## src/rtl/dmem_arbiter.sv

```systemverilog
`default_nettype none
// ============================================================================
//  Module      : dmem_arbiter
//  Description : Shares the single data-memory port between requester A
//                (core LSU) and requester B (debug / program loader) using
//                round-robin arbitration. Each access is a 3-cycle slot:
//                IDLE (sample + latch) -> ISSUE (memory strobe) -> RESP (ack).
//                The access is decoded into func3, address, write data,
//                aligned/misaligned byte masks and wren/rden.
//  Ports       : i_clk, i_reset (sync, active-low)
//                i_req_x / i_we_x / i_func3_x / i_addr_x / i_wdata_x  (x=a,b)
//                o_ack_x / o_err_x / o_rdata_x                        (x=a,b)
//                o_mem_func3, o_mem_addr, o_mem_wdata,
//                o_mem_bmask_align, o_mem_bmask_misalign,
//                o_mem_wren, o_mem_rden, i_mem_rdata
//  Revision    : 1.0 - initial release
// ============================================================================
module dmem_arbiter (
    input  logic        i_clk,
    input  logic        i_reset,
    input  logic        i_req_a,
    input  logic        i_req_b,
    input  logic        i_we_a,
    input  logic        i_we_b,
    input  logic [2:0]  i_func3_a,
    input  logic [2:0]  i_func3_b,
    input  logic [15:0] i_addr_a,
    input  logic [15:0] i_addr_b,
    input  logic [31:0] i_wdata_a,
    input  logic [31:0] i_wdata_b,
    output logic        o_ack_a,
    output logic        o_ack_b,
    output logic        o_err_a,
    output logic        o_err_b,
    output logic [31:0] o_rdata_a,
    output logic [31:0] o_rdata_b,
    output logic [2:0]  o_mem_func3,
    output logic [15:0] o_mem_addr,
    output logic [31:0] o_mem_wdata,
    output logic [3:0]  o_mem_bmask_align,
    output logic [3:0]  o_mem_bmask_misalign,
    output logic        o_mem_wren,
    output logic        o_mem_rden,
    input  logic [31:0] i_mem_rdata
);

    typedef enum logic [1:0] {
        IDLE  = 2'd0,
        ISSUE = 2'd1,
        RESP  = 2'd2
    } state_t;

    state_t      state;
    logic        ptr;        // 0 = A has priority, 1 = B has priority
    logic        port_b;     // latched winner: 1 = B
    logic        acc_we;     // latched store flag
    logic        acc_err;    // latched illegal-func3 flag

    logic        grant_b;
    logic        sel_we;
    logic [2:0]  sel_func3;
    logic [15:0] sel_addr;
    logic [31:0] sel_wdata;
    logic        sel_legal;
    logic [3:0]  offset;
    logic [3:0]  align;
    logic [3:0]  misalign;

    // Winner selection and decode of the winning request's fields.
    always_comb begin
        grant_b   = i_req_b & (~i_req_a | ptr);
        sel_we    = grant_b ? i_we_b    : i_we_a;
        sel_func3 = grant_b ? i_func3_b : i_func3_a;
        sel_addr  = grant_b ? i_addr_b  : i_addr_a;
        sel_wdata = grant_b ? i_wdata_b : i_wdata_a;

        if (sel_we)
            sel_legal = (sel_func3 == 3'b000) || (sel_func3 == 3'b001) ||
                        (sel_func3 == 3'b010);
        else
            sel_legal = (sel_func3 == 3'b000) || (sel_func3 == 3'b001) ||
                        (sel_func3 == 3'b010) || (sel_func3 == 3'b100) ||
                        (sel_func3 == 3'b101);

        // Offset widened to 4 bits so shifts truncate into the 4-lane mask.
        offset   = {2'b00, sel_addr[1:0]};
        align    = 4'b0000;
        misalign = 4'b0000;
        if (sel_we) begin
            case (sel_func3[1:0])
                2'b00: align = 4'b0001 << offset;
                2'b01: begin
                    if (offset == 4'd3) begin
                        align    = 4'b1000;
                        misalign = 4'b0001;
                    end else begin
                        align = 4'b0011 << offset;
                    end
                end
                2'b10: begin
                    align    = 4'b1111 << offset;
                    misalign = (4'b0001 << offset) - 4'd1;
                end
                default: ;
            endcase
        end
    end

    always_ff @(posedge i_clk) begin
        if (!i_reset) begin
            state                <= IDLE;
            ptr                  <= 1'b0;
            port_b               <= 1'b0;
            acc_we               <= 1'b0;
            acc_err              <= 1'b0;
            o_ack_a              <= 1'b0;
            o_ack_b              <= 1'b0;
            o_err_a              <= 1'b0;
            o_err_b              <= 1'b0;
            o_mem_func3          <= 3'b000;
            o_mem_addr           <= 16'h0000;
            o_mem_wdata          <= 32'h0000_0000;
            o_mem_bmask_align    <= 4'b0000;
            o_mem_bmask_misalign <= 4'b0000;
            o_mem_wren           <= 1'b0;
            o_mem_rden           <= 1'b0;
        end else begin
            // Memory outputs and ack/err are single-cycle: zero unless set below.
            o_ack_a              <= 1'b0;
            o_ack_b              <= 1'b0;
            o_err_a              <= 1'b0;
            o_err_b              <= 1'b0;
            o_mem_func3          <= 3'b000;
            o_mem_addr           <= 16'h0000;
            o_mem_wdata          <= 32'h0000_0000;
            o_mem_bmask_align    <= 4'b0000;
            o_mem_bmask_misalign <= 4'b0000;
            o_mem_wren           <= 1'b0;
            o_mem_rden           <= 1'b0;

            unique case (state)
                IDLE: begin
                    if (i_req_a | i_req_b) begin
                        port_b  <= grant_b;
                        acc_we  <= sel_we;
                        acc_err <= ~sel_legal;
                        ptr     <= ~ptr;
                        state   <= ISSUE;
                        // Memory outputs are loaded here so they are
                        // registered and visible throughout ISSUE.
                        if (sel_legal) begin
                            o_mem_func3          <= sel_func3;
                            o_mem_addr           <= sel_addr;
                            o_mem_wdata          <= sel_wdata;
                            o_mem_bmask_align    <= align;
                            o_mem_bmask_misalign <= misalign;
                            o_mem_wren           <= sel_we;
                            o_mem_rden           <= ~sel_we;
                        end
                    end
                end
                ISSUE: begin
                    o_ack_a <= ~port_b;
                    o_ack_b <= port_b;
                    o_err_a <= ~port_b & acc_err;
                    o_err_b <= port_b & acc_err;
                    state   <= RESP;
                end
                RESP: begin
                    state <= IDLE;
                end
                default: begin
                    state <= IDLE;
                end
            endcase
        end
    end

    // Memory read data only arrives during RESP, so it is steered
    // combinationally to the acked port for legal loads.
    assign o_rdata_a = (o_ack_a && !acc_we && !acc_err) ? i_mem_rdata : 32'h0000_0000;
    assign o_rdata_b = (o_ack_b && !acc_we && !acc_err) ? i_mem_rdata : 32'h0000_0000;

endmodule
`default_nettype wire
```

## config.mk

```make
export PLATFORM = sky130hd
export DESIGN_NAME = dmem_arbiter
export DESIGN_NICKNAME = d
export VERILOG_FILES = /design/src/rtl/dmem_arbiter.sv
export SDC_FILE = /design/constraint.sdc
export NUM_CORES = 1
export LEC_CHECK = 0
export ABC_AREA = 1
export BUFFER_PORTS_ARGS = -buffer_cell sky130_fd_sc_hd__buf_4
export CORE_AREA = 2 2 103 105
export CTS_CLUSTER_DIAMETER = 50
export CTS_CLUSTER_SIZE = 14
export DETAILED_ROUTE_END_ITERATION = 8
export DIE_AREA = 0 0 105 107
export GPL_ROUTABILITY_DRIVEN = 1
export PLACE_DENSITY_LB_ADDON = 0.25
export SYNTH_ARGS = -nofsm -noshare
export SYNTH_HDL_FRONTEND = slang
export SYNTH_SLANG_ARGS = --single-unit
```

## constraint.sdc

```tcl
create_clock -name i_clk -period 1.85 [get_ports i_clk]
set_input_delay 0.2775 -clock i_clk [delete_from_list [all_inputs] [get_ports i_clk]]
set_output_delay 0.2775 -clock i_clk [all_outputs]
set_load 0.005 [all_outputs]
```

==> results.md <==
- DR vias/cell: 4.14
- Clock root buffer master: clkbuf_8
- Die X-Extent: 105 um
- Area of the multi-input gates: 1410 sq um
- Worst-path maximum fanout: 32
- Layout cell share with drive strength beyond 1: 48.6%
- Crit end category: primary output
- Post-CTS sizing: 0
- Fin. max-slew vios: 0
- Synth area leaders: dfxtp_1 42%, mux2_2 15%, nor2_1 14%, inv_1 12%, nand2_1 3.2%
- Iter 0 DRT Violations: 169
- Outcome: finished, final reports clean
- Synthesized cell area: 3360 sq um
- Synth area leader: dfxtp_1
- Core area: 10100 sq um
- Unrepaired setup endpoints after global routing: false
- Period Utilization, post-route: 89.4%
- CP Data Arrival Time: 1.38 ns
- Ys async rst share: 0%
- Placed cell areas: 5510 sq um
- Largest net degree at the start of global routing: 33
- Total routed wirelength: 10.1 mm
- Leakage Power: 3.30 nW
- Area grow syn2layout: 69.6%
- Initial antenna violation count: 0
- FMAX: 605 MHz
- Register Area: 1420 sq um
- Final Setup Violations: 0
- N_diodes: 0
- FP Rows: 37
- Distinct cells, synth: 23
- Max-cap violation count: 0
- Final hold slack: 0.193 ns
- First-pass GRT wire length: 15.7 mm
- HPWL after DPL: 8.32 mm
- Vias in the first global route: 3515
- Initial core utilization: 33.3%
- Req. time, crit path: 1.57 ns
- CTS Hold Bufs: 0
- Worst min-delay path class: primary input to flip-flop
- Final #Nets: 860
- CTS Sinks: 71
- Critical path type: flip-flop to primary output
- Final Power: 3.69 mW
- Peak VDD IR: 339 uV
- Syn nets: 590
- Drt drc: 0
- Post-synthesis sequential area ratio: 42.4%
- Total CTS buffers: 9
- Post-route cell area: 5690 sq um
- Max Root-Sink Buffers: 2
- # port buffers: 268
- CTS clk-pin slew, worst paths: 0.07 ns
- Worst-Skew Late Latency: 0.34 ns
- GR Util All Layers: 17.7%
- DRT antenna net count: 0
- CP Launch Type: flip-flop
- Top FF cell, synth: dfxtp_1
- Place WS: 0.241 ns
- TritonCTS clock tree: done
- Ports: 269
- Syn. warnings: 0
- Via count: 3532
- Setup TNS: 0 ns
- Post-synth EDFFs: 0
- Shortest period the worst path allows: 1.65 ns
- Fillers: 952
- Syn Inst Count: 445
- #FFs+latches synth: 71
- Syn Area/Cell: 7.54 sq um
- Die area: 11200 sq um
- Power Density: 648 nW/um^2
- Gp weighted congestion: 0.792
- GRT overflow: 0
- Setup Skew: 0.00948 ns
- Routed WL per cell: 11.9 um
- H-tree Lvls: 3
- Pre-antenna DRT Iters: 4
- Setup bufs post-CTS: 0
- Post-route setup slack: 0.196 ns
- Hold Fails Final Rpt: 0
- Chip height: 107 um
- Synth top area share: 42.4%
## sequential cells by signal, indices dropped and copies added (netlist names), 2 cells and up
signal,count
o_mem_wdata,32
o_mem_bmask_align,4
o_mem_bmask_misalign,4
state,2
o_mem_func3,3
o_mem_addr,16
## report_power, final
| part | total (mW) | internal [mW] | leakage, nW | switching (mW) |
|---|---|---|---|---|
| Clock | 1.19 | 0.639 | 0.0940 | 0.554 |
| Combinational | 0.858 | 0.490 | 2.63 | 0.368 |
| Sequential | 1.63 | 1.61 | 0.578 | 0.0253 |
| Total | 3.69 | 2.74 | 3.30 | 0.948 |
## layer usage
layer	share of wire [%]	wire length, um	track usage (%)
met3	11	1160	7.54
met1	35	3500	16.8
met2	51	5210	32.4
met4	2.5	252	9.05
met5	0	0	0
## placed cells by master, fill, tap and decap left out, types with 3 or more instances in the layout
master and n:
o21ai_0 5, nor2_2 6, nor2_1 127, nand2_1 29, inv_1 106, ha_1 5, clkbuf_8 10, buf_4 275
nand3_1 13, nor3_1 3, mux2_2 46, a21oi_1 4, dfxtp_1 71
## cell families after synthesis
group	Yosys count	share of synthesized area, %
compound gates	12	1.90
fa+ha+maj	5	1.86
simple gates	185	22.6
flops	71	42.4
mux	46	15.4
other cells	1	0.112
buf+inv	125	15.7
## worst max-delay path, stage by stage, from the launching register on
cell and delay (ns):
dfxtp_1 0.30, inv_1 0.12, nand3_1 0.09, buf_4 0.24, nor2_1 0.15, buf_4 0.13
## synthesized netlist by cell type, types with 3 or more instances
| library cell | count |
|---|---|
| nor2_1 | 127 |
| inv_1 | 106 |
| dfxtp_1 | 71 |
| mux2_2 | 46 |
| nand2_1 | 29 |
| nand3_1 | 13 |
| buf_6 | 6 |
| clkbuf_1 | 6 |
| nor2_2 | 6 |
| o21ai_0 | 6 |
| ha_1 | 5 |
| a21oi_1 | 4 |
| buf_2 | 4 |
| nor3_1 | 3 |
## path summary, 6_finish.rpt
path,from,endpoint,slack [ns],cells after the start
worst min-delay path,i_reset,ptr,0.19,3
worst max-delay path,acc_err,o_rdata_b[12],0.20,5
worst max register to register,ptr,o_mem_wdata[23],0.26,7
worst min register to register,state[0],state[1],0.45,2
## metrics by stage
step / cells / util, %
final: 854 / 56.4
after global routing: 854 / 56.4
after CTS: 854 / 56.4
after detailed placement: 840 / 54.6
after global placement: 840 / 54.6
after floorplan: 445 / -
## final cells by class
cell class | count | share of cell area (%)
Sequential cell | 71 | 25.0
Multi-Input combinational cell | 249 | 24.7
Tap cell | 136 | 2.99
Clock inverter | 4 | 0.836
Inverter | 107 | 7.06
Timing Repair Buffer | 277 | 37.0
Clock buffer | 10 | 2.42
Power figures use the tool's default switching activity.
